===== src/rtl/hazard_operand_loader_pkg.sv =====
// Shared constants and FSM encoding for the hazard detector operand loader.
package hazard_pkg;

  localparam int DATA_W = 8;
  localparam int LANES  = 8;
  localparam int IDX_W  = 3;

  typedef enum logic [1:0] {
    LOAD   = 2'd0,
    SETTLE = 2'd1,
    HOLD   = 2'd2
  } state_t;

endpackage


===== src/rtl/hazard_operand_loader_if.sv =====
// Byte-in / result-out handshake bundle between the loader and its neighbours.
interface hazard_operand_loader_if #(
  parameter int DATA_W = 8
);
  logic              in_valid;
  logic [DATA_W-1:0] in_data;
  logic              in_ready;
  logic              res_valid;
  logic [DATA_W-1:0] res_data;
  logic              res_ready;

  modport master (
    output in_valid, in_data, res_ready,
    input  in_ready, res_valid, res_data
  );

  modport slave (
    input  in_valid, in_data, res_ready,
    output in_ready, res_valid, res_data
  );
endinterface


===== src/rtl/hazard_operand_loader_lane_bank.sv =====
// Eight operand registers written one at a time by index; sync clear zeroes them all.
module operand_lane_bank
  import hazard_pkg::*;
#(
  parameter int DATA_W = hazard_pkg::DATA_W
) (
  input  logic              clk,
  input  logic              rst,
  input  logic              i_clear,
  input  logic              i_we,
  input  logic [IDX_W-1:0]  i_widx,
  input  logic [DATA_W-1:0] i_wdata,
  output logic [DATA_W-1:0] o_lanes [LANES]
);

  logic [DATA_W-1:0] r_lanes [LANES];

  always_ff @(posedge clk or posedge rst) begin
    if (rst) begin
      for (int i = 0; i < LANES; i++) r_lanes[i] <= '0;
    end else if (i_clear) begin
      for (int i = 0; i < LANES; i++) r_lanes[i] <= '0;
    end else if (i_we) begin
      r_lanes[i_widx] <= i_wdata;
    end
  end

  assign o_lanes = r_lanes;

endmodule


===== src/rtl/hazard_operand_loader.sv =====
// Loads an 8-byte snapshot for the hazard detector, waits for it to settle, then offers the result.
module hazard_operand_loader
  import hazard_pkg::*;
#(
  parameter int DATA_W     = hazard_pkg::DATA_W,
  parameter int SETTLE_CYC = 2
) (
  input  logic                    clk,
  input  logic                    rst,
  input  logic                    clear,
  hazard_operand_loader_if.slave  bus,
  output logic [DATA_W-1:0]       a0,
  output logic [DATA_W-1:0]       a1,
  output logic [DATA_W-1:0]       a2,
  output logic [DATA_W-1:0]       a3,
  output logic [DATA_W-1:0]       a4,
  output logic [DATA_W-1:0]       a5,
  output logic [DATA_W-1:0]       a6,
  output logic [DATA_W-1:0]       a7,
  output logic                    snap_valid,
  input  logic [DATA_W-1:0]       hz_result
);

  state_t            r_state;
  state_t            w_next_state;
  logic [IDX_W-1:0]  r_idx;
  logic [2:0]        r_settle_cnt;
  logic              r_res_valid;
  logic [DATA_W-1:0] r_res_data;

  logic              w_in_ready;
  logic              w_snap_valid;
  logic              w_accept;
  logic              w_take;
  logic              w_last_lane;
  logic [DATA_W-1:0] w_lanes [LANES];

  always_ff @(posedge clk or posedge rst) begin
    if (rst) r_state <= LOAD;
    else     r_state <= w_next_state;
  end

  always_comb begin
    w_next_state = r_state;
    if (clear) begin
      w_next_state = LOAD;
    end else begin
      case (r_state)
        LOAD:    if (w_accept && w_last_lane) w_next_state = SETTLE;
        SETTLE:  if (r_settle_cnt == 3'd0)    w_next_state = HOLD;
        HOLD:    if (w_take)                  w_next_state = LOAD;
        default: w_next_state = LOAD;
      endcase
    end
  end

  // clear masks both handshakes so an abort never consumes a byte or a result.
  always_comb begin
    w_in_ready   = (r_state == LOAD);
    w_snap_valid = (r_state != LOAD);
    w_accept     = bus.in_valid && w_in_ready && !clear;
    w_take       = r_res_valid && bus.res_ready && !clear;
    w_last_lane  = (r_idx == IDX_W'(LANES - 1));
  end

  always_ff @(posedge clk or posedge rst) begin
    if (rst) begin
      r_idx        <= '0;
      r_settle_cnt <= '0;
      r_res_valid  <= 1'b0;
      r_res_data   <= '0;
    end else if (clear) begin
      r_idx       <= '0;
      r_res_valid <= 1'b0;
    end else begin
      if (w_accept) begin
        r_idx <= r_idx + 1'b1;
        if (w_last_lane) r_settle_cnt <= 3'(SETTLE_CYC - 1);
      end
      if (r_state == SETTLE) begin
        if (r_settle_cnt == 3'd0) begin
          r_res_data  <= hz_result;
          r_res_valid <= 1'b1;
        end else begin
          r_settle_cnt <= r_settle_cnt - 1'b1;
        end
      end
      if (w_take) r_res_valid <= 1'b0;
    end
  end

  operand_lane_bank #(
    .DATA_W (DATA_W)
  ) u_lane_bank (
    .clk     (clk),
    .rst     (rst),
    .i_clear (clear),
    .i_we    (w_accept),
    .i_widx  (r_idx),
    .i_wdata (bus.in_data),
    .o_lanes (w_lanes)
  );

  assign a0 = w_lanes[0];
  assign a1 = w_lanes[1];
  assign a2 = w_lanes[2];
  assign a3 = w_lanes[3];
  assign a4 = w_lanes[4];
  assign a5 = w_lanes[5];
  assign a6 = w_lanes[6];
  assign a7 = w_lanes[7];

  assign snap_valid    = w_snap_valid;
  assign bus.in_ready  = w_in_ready;
  assign bus.res_valid = r_res_valid;
  assign bus.res_data  = r_res_data;

endmodule


===== src/flat_wrapper.sv =====
// flat-port wrapper written by rule: the top's interface ports become plain ports
module hazard_operand_loader_flat import hazard_pkg::*;
#(
  parameter int DATA_W     = hazard_pkg::DATA_W,
  parameter int SETTLE_CYC = 2
)
  (clk, rst, clear, a0, a1, a2, a3, a4, a5, a6, a7, snap_valid, hz_result, bus_in_valid, bus_in_data, bus_res_ready, bus_in_ready, bus_res_valid, bus_res_data);
  hazard_operand_loader_if #(.DATA_W(DATA_W)) bus_i ();
  input  logic clk;
  input  logic rst;
  input  logic clear;
  output logic [DATA_W-1:0] a0;
  output logic [DATA_W-1:0] a1;
  output logic [DATA_W-1:0] a2;
  output logic [DATA_W-1:0] a3;
  output logic [DATA_W-1:0] a4;
  output logic [DATA_W-1:0] a5;
  output logic [DATA_W-1:0] a6;
  output logic [DATA_W-1:0] a7;
  output logic snap_valid;
  input  logic [DATA_W-1:0] hz_result;
  input wire logic [$bits(bus_i.in_valid)-1:0] bus_in_valid;
  input wire logic [$bits(bus_i.in_data)-1:0] bus_in_data;
  input wire logic [$bits(bus_i.res_ready)-1:0] bus_res_ready;
  output wire logic [$bits(bus_i.in_ready)-1:0] bus_in_ready;
  output wire logic [$bits(bus_i.res_valid)-1:0] bus_res_valid;
  output wire logic [$bits(bus_i.res_data)-1:0] bus_res_data;
  assign bus_i.in_valid = bus_in_valid;
  assign bus_i.in_data = bus_in_data;
  assign bus_i.res_ready = bus_res_ready;
  assign bus_in_ready = bus_i.in_ready;
  assign bus_res_valid = bus_i.res_valid;
  assign bus_res_data = bus_i.res_data;
  hazard_operand_loader #(.DATA_W(DATA_W), .SETTLE_CYC(SETTLE_CYC)) u_core (.clk(clk), .rst(rst), .clear(clear), .bus(bus_i), .a0(a0), .a1(a1), .a2(a2), .a3(a3), .a4(a4), .a5(a5), .a6(a6), .a7(a7), .snap_valid(snap_valid), .hz_result(hz_result));
endmodule

===== config.mk =====
export PLATFORM = sky130hd
export DESIGN_NAME = hazard_operand_loader_flat
export DESIGN_NICKNAME = d
export VERILOG_FILES = /design/src/rtl/hazard_operand_loader_pkg.sv /design/src/rtl/hazard_operand_loader_if.sv /design/src/rtl/hazard_operand_loader_lane_bank.sv /design/src/rtl/hazard_operand_loader.sv /design/src/flat_wrapper.sv
export SDC_FILE = /design/constraint.sdc
export NUM_CORES = 1
export LEC_CHECK = 0
export BUFFER_PORTS_ARGS = -buffer_cell sky130_fd_sc_hd__buf_4
export CORE_MARGIN = 2
export CORE_UTILIZATION = 40
export DETAILED_ROUTE_END_ITERATION = 7
export MAX_ROUTING_LAYER = met4
export PLACE_DENSITY = 0.74
export SLEW_MARGIN = 10
export SYNTH_ARGS = -nofsm -noshare
export SYNTH_HDL_FRONTEND = slang
export SYNTH_HIERARCHICAL = 1
export SYNTH_SLANG_ARGS = --single-unit

===== constraint.sdc =====
create_clock -name clk -period 1.78 [get_ports clk]
set_input_delay 0.089 -clock clk [delete_from_list [all_inputs] [get_ports clk]]
set_output_delay 0.089 -clock clk [all_outputs]
set_load 0.05 [all_outputs]

==> results.md <==
- Largest net degree at the start of global routing: 81
- Yosys top cell area share: a little over half
- Max frequency: 0.581 GHz
- Yosys reg bits: 81
- Critical path type: reg -> reg
- Initial antenna violation count: 0
- First-pass GRT wire length: 14,000 um
- Synth area leaders: dfrtp_1, mux2i_1, nand2b_1
- Sequential fraction of design power: 49.4%
- CTS buffer count: 9
- Storage cell area: ~2000 um2
- Final Hold Vio Count: 0
- Max-Cap Viols: 0
- Slew Viols, Final: 0
- Vias in the first global route: 2,748
- Design Area, Final: 5000 um2
- Crit-path leading delay family: simple AND/OR/NAND/NOR gates
- Int Pwr: slightly below 3000 uW
- Cell count after synthesis: around 310
- Synth Cell Area: 3810 um2
- Clock sink count: 81
- Crit Path Max Fanout: 8
- Sequential fraction of the synthesis area: 53.2%
- Critical Path RT: 1.98 ns
- Detailed placement HPWL: 5960 um
- Die area: 10,300 um2
- Final core utilization: 54.2%
- CP max stage cell: or4b_4
- Detailed Routing Iterations Pass 1: 4
- Worst Path Arrival: 1.92 ns
- P per Cell Area: between 700 and 800 nW/um2
- Fillers: about 790
- Final ANT Viol Nets: 0
- CTS tree: done
- Gr usage total: roughly 18%
- Area leader, netlist: dfrtp_1
- Combinational group share of total power: 11.4%
- Crit start category: register
- Reg2reg setup slack: ~0.060 ns
- IO Count: 96
- Placed inst area: roughly 4700 um2
- Clk slew on worst S/H paths: 0.09 ns
- Run status: completed
- Crit-path cells: or2_1 > nor3b_2 > or4b_4 > mux2i_1
- Die X: 102 um
- Final WL: 8810 um
- Final period util: 96.6%
- Net Sw Power: between 900 and 1000 uW
- Final #Nets: 436
- Multi-input logic area: 1630 um2
- Root buffer cell: clkbuf_8
- Core area: 9240 um2
- Pre-CTS setup slack: approximately 0.057 ns
- Netlist cell types: 36
- RSZ-0062 raised after global routing: true
- Max stage delay on crit path: 0.59 ns
- RePlAce Congestion: 0.733
- WP buf/inv: 0
- Switching part of the total power: roughly 25%
- Clock Latency Late Sink: 0.35 ns
- Mapped Avg Cell Area: 12.4 um2
- Port bufs: 95
- # rows: 35
- PnR worst setup slack: 0.0602 ns
- Synth Flop Type: dfrtp_1
- Congestion Overflow GR: 0
- Area Overhead vs Synth: 31.3%
- Min cycle time layout: roughly 1.7 ns
- EDFF count, synth: 0
- Peak supply drop: approximately 0.43 mV
- Share of post-route cells with drive strength above 1: 34.7%
- DR iter-0 viols: about 150
- Worst-margin pin slew: 0.672 ns
- Worst Hold Class: in -> reg
- Worst clock skew: 0.0144 ns
- LEAKAGE: 0.00276 uW
- Setup TNS: 0 ns
- Clk buf depth: 2
- # DRC: 0
- CP Capture Type: register
- Synth warn: 6
- Clock power share: 39.3%
- Post-Syn Nets: 332
- Max-slew headroom: about 55%
- Count of final setup violators: 0
- Number of diodes: 0
- Vias: between 2,000 and 3,000
- Via density: 4.74
- H-Tree Depth: 3
- Routed wire per std cell: 16.2 um
- Fraction of registers with async set/reset: between 90% and 100%
- Height of the chip: 102 um
- Initial cell density of the core: roughly two fifths
metal layers:
layer | GRT usage (%) | wire [um] | up-vias
li1 | - | - | 1231
met1 | 26.0 | 4120 | 1261
met2 | 26.5 | 4150 | 80
met3 | 3.31 | 472 | 9
met4 | 5.61 | 76 | 0
met5 | - | 0 | -
power by group through the flow:
stage	Combinational, uW	Sequential, uW	Clock (uW)
floorplan	196	2030	0
global route	468	1910	1630
CTS	440	1900	1550
detailed placement	423	1940	0
finish	439	1910	1520
global placement	415	1940	0
layout make-up:
class / instances / share of cell area, %
clock inverters: 5 / 1.73
inverters: 5 / 0.375
multi-input cells: 192 / 32.6
flip-flops and latches: 81 / 40.5
well taps: 129 / 3.23
clock buffers: 10 / 2.75
repair buffers: 122 / 18.8
synth_stat cells (all sizes together), types with 2 or more instances:
master,n
nor2,6
dfrtp,81
nand2,4
nand2b,74
clkbuf,16
nand3b,2
nor3b,2
mux2i,66
mux2,8
nor4bb,2
nand4bb,3
a21oi,2
inv,5
ha,4
nand4b,3
buf,13
nand4,2
o21ai,2
logic make-up after synthesis:
logic type	Yosys count	share of synthesized area (%)
adders and majority gates	4	1.31
DFF	81	53.2
buffers and inverters	34	4.53
xor gates and xnor gates	1	0.230
and+or+nand+nor	105	18.9
muxes	74	20.5
AOI/OAI and AO/OA	8	1.35
worst register-to-register path: stages (launching register included):
cell and delay [ns]:
dfrtp_1 0.38, or2_1 0.24, nor3b_2 0.21, or4b_4 0.59, mux2i_1 0.16
per-stage QoR:
stage	instances	total power, uW	hold slack (ns)
2_1_floorplan	307	2230	0.0151
4_1_cts	543	3890	0.116
6_report	544	3860	0.122
3_5_place_dp	518	2360	0.184
5_1_grt	544	4010	0.164
3_3_place_gp	518	2350	0.167
placed cells by master, fill, tap and decap left out, drive strengths merged:
master	Yosys	final
inv	5	7
or2	1	1
o21ai	2	2
nor4bb	2	2
dfrtp	81	81
clkbuf	16	10
nor2	6	6
nand2	4	4
nor3	1	1
or3	1	1
and4b	1	1
o211ai	1	1
nand4	2	2
and3b	1	1
clkinv	0	1
mux2	8	8
buf	13	112
nand2b	74	74
o31ai	1	1
mux2i	66	66
nor3b	2	2
dlygate4sd3	0	10
xnor2	1	1
or3b	1	1
a21oi	2	2
o21a	1	1
bufinv	0	2
ha	4	4
nand4b	3	3
nand3b	2	2
nand4bb	3	3
o221ai	1	1
or4b	1	1
sequential cells by signal, indices dropped and copies added, names as in the netlist:
register and count:
u_core/u_lane_bank/o_lanes 64, u_core/bus.res_data 8, u_core/r_idx 3, u_core/bus.res_valid 1, u_core/r_settle_cnt 3, u_core/r_state 2
worst paths after layout:
check,end,startpoint,depth (start not counted)
worst max-delay path,u_core/u_lane_bank/o_lanes[63],u_core/r_state[1],4
worst min-delay path,u_core/r_state[0],bus_in_valid,3
worst max register to register,u_core/u_lane_bank/o_lanes[63],u_core/r_state[1],4
worst min register to register,u_core/bus.res_valid,u_core/bus.res_valid,1
max in group asynchronous,u_core/r_state[1],rst,3
min in group asynchronous,u_core/u_lane_bank/o_lanes[2],rst,4
what timing repair did:
item	CTS	global route
endpoints found under the hold margin	90	0
setup buffers	0	1
hold buffers	10	0
endpoints found under the setup margin	0	15
resized for setup	0	2
No activity file was read; power rests on OpenSTA's default activity.
